File: src/rtl/digit_entry_ctrl.sv
// digit_entry_ctrl: debounced two-button, six-digit pattern entry feeding the HEX rotator.
// Define ENTRY_TIMEOUT_EN to abort an idle entry after TIMEOUT_CYCLES cycles.
module digit_entry_ctrl #(
    parameter int DEBOUNCE_CYCLES = 1_000_000,
    parameter int TIMEOUT_CYCLES = 500_000_000
) (
    input  logic        CLOCK_50,
    input  logic        RESET_N,
    input  logic        key_enter_n,
    input  logic        key_clear_n,
    input  logic [3:0]  digit_in,
    output logic [23:0] pattern,
    output logic        pattern_valid,
    output logic [23:0] edit_view,
    output logic [2:0]  cursor,
    output logic        busy,
    output logic        entry_err
);
    localparam int DW = $clog2(DEBOUNCE_CYCLES + 1);
    localparam logic [1:0] IDLE = 2'd0, ENTRY = 2'd1, LOAD = 2'd2;

    logic [1:0] state;
    logic [23:0] work;
    logic [1:0] keys_n, press;
    logic ent_ev, clr_ev, tmo, digit_ok;
    logic [4:0] sh;

    assign keys_n = {key_clear_n, key_enter_n};
    assign ent_ev = press[0];
    assign clr_ev = press[1];

    for (genvar b = 0; b < 2; b++) begin : g_btn
        logic [1:0] sync;
        logic [DW-1:0] cnt;
        logic lvl, lvl_d, ev;
        always_ff @(posedge CLOCK_50) begin
            if (!RESET_N) begin
                sync <= 2'b11;
                cnt <= '0;
                lvl <= 1'b1;
                lvl_d <= 1'b1;
                ev <= 1'b0;
            end else begin
                sync <= {sync[0], keys_n[b]};
                cnt <= (sync[1] == lvl || cnt == DW'(DEBOUNCE_CYCLES - 1)) ? '0 : cnt + DW'(1);
                if (sync[1] != lvl && cnt == DW'(DEBOUNCE_CYCLES - 1))
                    lvl <= sync[1];
                lvl_d <= lvl;
                ev <= lvl_d & ~lvl;
            end
        end
        assign press[b] = ev;
    end

`ifdef ENTRY_TIMEOUT_EN
    localparam int TW = $clog2(TIMEOUT_CYCLES + 1);
    logic [TW-1:0] tmo_cnt;
    always_ff @(posedge CLOCK_50) begin
        if (!RESET_N || ent_ev || clr_ev || state != ENTRY)
            tmo_cnt <= '0;
        else
            tmo_cnt <= tmo_cnt + TW'(1);
    end
    assign tmo = (state == ENTRY) && (tmo_cnt == TW'(TIMEOUT_CYCLES - 1));
`else
    assign tmo = 1'b0;
`endif

    assign digit_ok = (digit_in <= 4'd9) || (digit_in == 4'hF);
    assign sh = 5'd20 - {cursor, 2'b00};
    assign busy = (state == ENTRY);

    // Live view shows the switch value at the cursor before it is committed
    always_comb begin
        edit_view = busy ? work : pattern;
        if (busy)
            edit_view[sh +: 4] = digit_in;
    end

    always_ff @(posedge CLOCK_50) begin
        if (!RESET_N) begin
            state <= IDLE;
            work <= 24'hFFFFFF;
            cursor <= 3'd0;
            pattern <= 24'h085FFF;
            pattern_valid <= 1'b0;
            entry_err <= 1'b0;
        end else begin
            pattern_valid <= 1'b0;
            entry_err <= 1'b0;
            if (clr_ev || tmo) begin
                work <= 24'hFFFFFF;
                cursor <= 3'd0;
                state <= IDLE;
            end else if (state == LOAD) begin
                pattern <= work;
                pattern_valid <= 1'b1;
                work <= 24'hFFFFFF;
                cursor <= 3'd0;
                state <= IDLE;
            end else if (ent_ev && !digit_ok) begin
                entry_err <= 1'b1;
            end else if (ent_ev && state == IDLE) begin
                work <= {digit_in, 20'hFFFFF};
                cursor <= 3'd1;
                state <= ENTRY;
            end else if (ent_ev) begin
                work[sh +: 4] <= digit_in;
                cursor <= (cursor == 3'd5) ? cursor : cursor + 3'd1;
                state <= (cursor == 3'd5) ? LOAD : ENTRY;
            end
        end
    end
endmodule

File: config.mk
export PLATFORM = sky130hd
export DESIGN_NAME = digit_entry_ctrl
export DESIGN_NICKNAME = d
export VERILOG_FILES = /design/src/rtl/digit_entry_ctrl.sv
export SDC_FILE = /design/constraint.sdc
export NUM_CORES = 1
export LEC_CHECK = 0
export ABC_AREA = 1
export CAP_MARGIN = 30
export CELL_PAD_IN_SITES_DETAIL_PLACEMENT = 1
export CELL_PAD_IN_SITES_GLOBAL_PLACEMENT = 1
export CORE_MARGIN = 5
export CORE_UTILIZATION = 43
export DETAILED_ROUTE_END_ITERATION = 6
export PLACE_DENSITY_LB_ADDON = 0.1
export SLEW_MARGIN = 5
export SYNTH_ARGS = -nofsm -noshare
export SYNTH_HDL_FRONTEND = slang
export SYNTH_SLANG_ARGS = --single-unit
File: constraint.sdc
create_clock -name CLOCK_50 -period 5 [get_ports CLOCK_50]
set_clock_uncertainty 0.15 [all_clocks]
set_input_delay 0.75 -clock CLOCK_50 [delete_from_list [all_inputs] [get_ports CLOCK_50]]
set_output_delay 0.75 -clock CLOCK_50 [all_outputs]
set_load 0.05 [all_outputs]
* Yosys cells after proc, flatten, opt, wreduce, memory -nomap -nowiden
Cells that the tools add are included.
W data, S select, Z words.
** Cells by class
- Bitwise operators :: 7
- Mux-type cells :: 14
- Equal/unequal tests :: 11
- Order comparisons :: 1
- Shift-type cells :: 2
- Reduce and logical (&&, ||, !) cells :: 17
- Add/subtract/negate cells :: 5
** Operator list (number)
- $mux W24 :: 4
- $bwmux W24 :: 2
- $add A20 B1 Y20 const B :: 2
- $eq A20 B20 Y1 const B :: 2
- $shift A4 B7 Y24 const A :: 1
- $shiftx A4 B7 Y24 :: 1
- $mux W3 :: 3
- $neg A5 Y7 :: 1
- $mux W2 :: 3
- $reduce_or A2 Y1 :: 3
- $not A1 Y1 :: 5
- $sub A5 B5 Y5 const A :: 1
- $eq A4 B4 Y1 const B :: 1
- $le A4 B4 Y1 const B :: 1
- $logic_and A1 B1 Y1 :: 4
- $reduce_and A2 Y1 :: 2
- $add A3 B1 Y3 const B :: 1
- $eq A3 B3 Y1 const B :: 1
- $logic_or A1 B1 Y1 :: 3
- $reduce_and A3 Y1 :: 1
- $reduce_or A3 Y1 :: 1
- $and A1 B1 Y1 :: 2
- $eq A1 B1 Y1 :: 2
- $eq A2 B1 Y1 const B :: 1
- 7 further kinds :: 9
** Storage, ports and cells
- Register bits :: 105
- Output and inout bits :: 54
- Logic and storage cells :: 73

* Depth between registers and ports, before layout
- Depth in word-level cells :: 6
- Mapped depth :: 12
- Depth with buffers taken out :: 11

* Worst setup path after synthesis
Ideal clock, no wire load.
- Path type :: register to output
- Start point :: register cursor[1]
- End point :: output edit_view[10]
- Slack :: 1210 ps
- Cell stages (with the launch flop) :: 10
- Data arrival time :: 2890 ps
- Cell sequence :: dfxtp_1 inv_1 ha_1 inv_1 ha_1 buf_4 nand3_2 nor3_1 nor2_1 a21oi_1
** Between the ends
- Cells in the longest elaborated chain, start to end :: 5
- Elaborated cells between the ends (all ways) :: 6
** Ends and longest elaborated chain
- start: declaration :: RTL line 15 : output logic [2:0] cursor,
- start signal: assignment :: RTL line 109 : cursor <= (cursor == 3'd5) ? cursor : cursor + 3'd1;
- $sub A5 B5 Y5 (*) :: RTL line 70 : assign sh = 5'd20 - {cursor, 2'b00};
- $neg A5 Y7 (*) :: RTL line 77 : edit_view[sh +: 4] = digit_in;
- $shiftx A4 B7 Y24 or $shift A4 B7 Y24 (tied branches) :: RTL line 77
- $bwmux W24 (*) :: RTL line 77
- $mux W24 (*) :: RTL line 76 : if (busy)
- end: declaration :: RTL line 14 : output logic [23:0] edit_view,
Mark *: on every way between the ends. The rest lies on a longest branch, timed or not.

* Worst setup path in the final report
- Start point :: register cursor[1]
- End point :: output edit_view[7]
Same word-level chain as after synthesis.

==> impl_metrics.toml <==
[outcome]
outcome = "finished clean"

[detailed_routing]
drtIter0Drc = 277
drt_first_pass_iters = 5
postRouteAntennaNets = 0
drc_errors = 0
wl_per_cell_um = 16.0
via_per_inst = 5.25
vias = 5123
routed_wl_um = 15600

[clock_tree]
ctsHoldBuffers = 0
cts-root-buf = "clkbuf_16"
cts_resized = 0
path_clk_slew_ps = 70
post_cts_buffers = 0
cts_made_buffers = 9
cts_buffer_depth = 2
h-tree-depth = 3
cts.sinks = 105
worst_skew_pair.late_latency_ps = 350
cts_tree = "yes"

[setup_path]
crit_buf_inv = 5
end_kind = "output pin"
path_class = "register to output pin"
start_kind = "register"
crit_family = "buffers and inverters"
worst-path-max-fanout = 7
r2r-start = "cursor[1]"
cp-startpoint = "cursor[1]"
crit_slowest_cell = "clkdlybuf4s50_1"
required_ps = 4100
critical-path-max-stage-delay_ps = 790
crit_chain = "inv_1, ha_1, inv_1, ha_1, nand3_1, inv_1, nand2_1, nand3_1, o21ai_0, inv_1, clkdlybuf4s50_1"
cp.arrival_ps = 3480
cpMostUsedCell = "inv_1"

[timing]
hold_slack_ps = 263
worst_slew_pin_slew_ps = 773
tns_ps = 0
setup_viol = 0
rsz0062_at_grt = "no"
maxSlewHeadroom = 0.484
fin_crit_ps = 4380
finalHoldViolCount = 0
drv_slew = 0
fin_crit_sh = 0.876
fmax_ghz = 0.228

[floorplanning]
pin_count = 62
dieArea_mm2 = 0.0145
die_w_um = 121
core_mm2 = 0.0120
fp-row-count = 40
die_height_um = 121
initial_utilization = 0.437

[job]
drv_cap = 0

[synthesis]
syn-num-nets = 791
ys_types = 34
netlist.area_leader.share = 0.400
yosys_warnings = 0
synth_area_per_cell_um2 = 6.79
synth_edf_count = 0
async_reset_ff_frac = 0
synth_area_leaders = "dfxtp_1 (40%), nand2_1 (17%), nor2_1 (8.3%)"
synth_seq_cells = 105
synthCells = 774
seq_area_frac_synth = 0.400
syn-cell-area_mm2 = 0.00525
synth.largest_area_cell = "dfxtp_1"
synthFlopType = "dfxtp_1"

[global_routing]
grt_usage = 0.222
grt_pass1_wl_um = 26200
first_global_vias = 5366
gr-total-overflow = 0
grt_antenna_before_repair = 0
grt_max_degree = 29

[cells_and_area]
final_cell_mix = "nand2_1 (241), nor2_1 (116), dfxtp_1 (105)"
syn_to_final_growth_pct = 19.2
fillers = 1593
nets = 842
final_common_cell = "nand2_1"
post_route_cells_drive_above_1_share = 0.0688
antenna_cells = 0

[pwr]
ir_worst_vdd_v = 0.000183
power.density_mw_per_mm2 = 270
p_leak_nw = 2.62

[placed_design]
port_buffers = 61
gp_congestion = 0.853
post-dp-hpwl_um = 11500

[hold_path]
hold_class = "register to register"
min_from = "g_btn[0].lvl_d"
[power by group]
part | internal [mW] | switching, mW
logic | 0.0130 | 0.0283
clock network | 0.485 | 0.324
registers | 0.838 | 0.00126
[state kept, by name, summed over array words and instances, names as in the netlist]
name and flops:
pattern_valid 1, work 24, state 2, pattern 24, ent_ev 1, g_btn.lvl_d 2, g_btn.cnt 40, entry_err 1
clr_ev 1, g_btn.sync 4, g_btn.lvl 2, cursor 3
[path summary, 6_finish.rpt]
kind / to / slack, ps / cells past startpoint
worst max-delay path: edit_view[7] / 620 / 11
worst max register to register: work[5] / 2450 / 10
worst min-delay path: ent_ev / 260 / 2
worst min register to register: ent_ev / 260 / 2
[worst register-to-register path: cells and delay by family, from the launching register on]
kind                     cells  cell delay [ps]
AO/OA/AOI/OAI                1              190
adder cells (fa/ha/maj)      2              780
buffers and inverters        3              330
flip-flops                   1              430
AND/OR/NAND/NOR              4              560
[synth_stat cells, types with 2 or more instances]
cell type and count:
buf_4 8, xnor2_1 10, nor2_2 5, nand4_1 10
nand3_2 6, nand3_1 61, clkbuf_1 7, buf_2 6
o21ai_0 22, nor2_4 2, nand2_2 4, inv_2 7
xor2_1 13, or2_2 7, nor3_1 9, a21oi_1 56
nor2b_1 4, inv_1 49, nor3_2 3, or2_0 3
dfxtp_1 105, buf_6 2, nor2_1 116, nand2_1 241
ha_1 9
[metal layers]
| layer | vias up | global-route usage | wire, µm |
|---|---|---|---|
| li1 | 2558 | - | - |
| met1 | 2484 | 0.268 | 7030 |
| met4 | 0 | 0.0524 | 214 |
| met5 | - | 0 | 0 |
| met2 | 66 | 0.399 | 7960 |
| met3 | 15 | 0.0519 | 423 |
[area by class of cell]
| cell class | instances | area (µm²) | share of cell area |
|---|---|---|---|
| timing repair buffer | 64 | 633 | 0.101 |
| inverter | 56 | 210 | 0.0336 |
| clock buffer | 9 | 225 | 0.0360 |
| clock inverter | 6 | 108 | 0.0172 |
| sequential | 105 | 2100 | 0.336 |
| tap | 147 | 184 | 0.0294 |
| multi-input combinational | 589 | 2800 | 0.447 |
[stage by stage]
stage | setup slack, ps | instance area [µm²] | total power, mW | instances | utilization
after floorplan | 1210 | 5250 | 0.881 | 774 | -
after global placement | 1040 | 5930 | 0.897 | 961 | 0.493
after detailed placement | 988 | 5930 | 0.899 | 961 | 0.493
after CTS | 595 | 6260 | 1.71 | 976 | 0.521
after global routing | 376 | 6260 | 1.74 | 976 | 0.521
final | 622 | 6260 | 1.69 | 976 | 0.521
[kinds of logic after synthesis]
logic type	Yosys count	synth area share
buf+inv	80	0.0672
xor+xnor	23	0.0384
flops	105	0.400
compound gates	81	0.0781
simple gates	476	0.395
fa+ha+maj	9	0.0214
No activity file was read; power rests on OpenSTA's default activity.
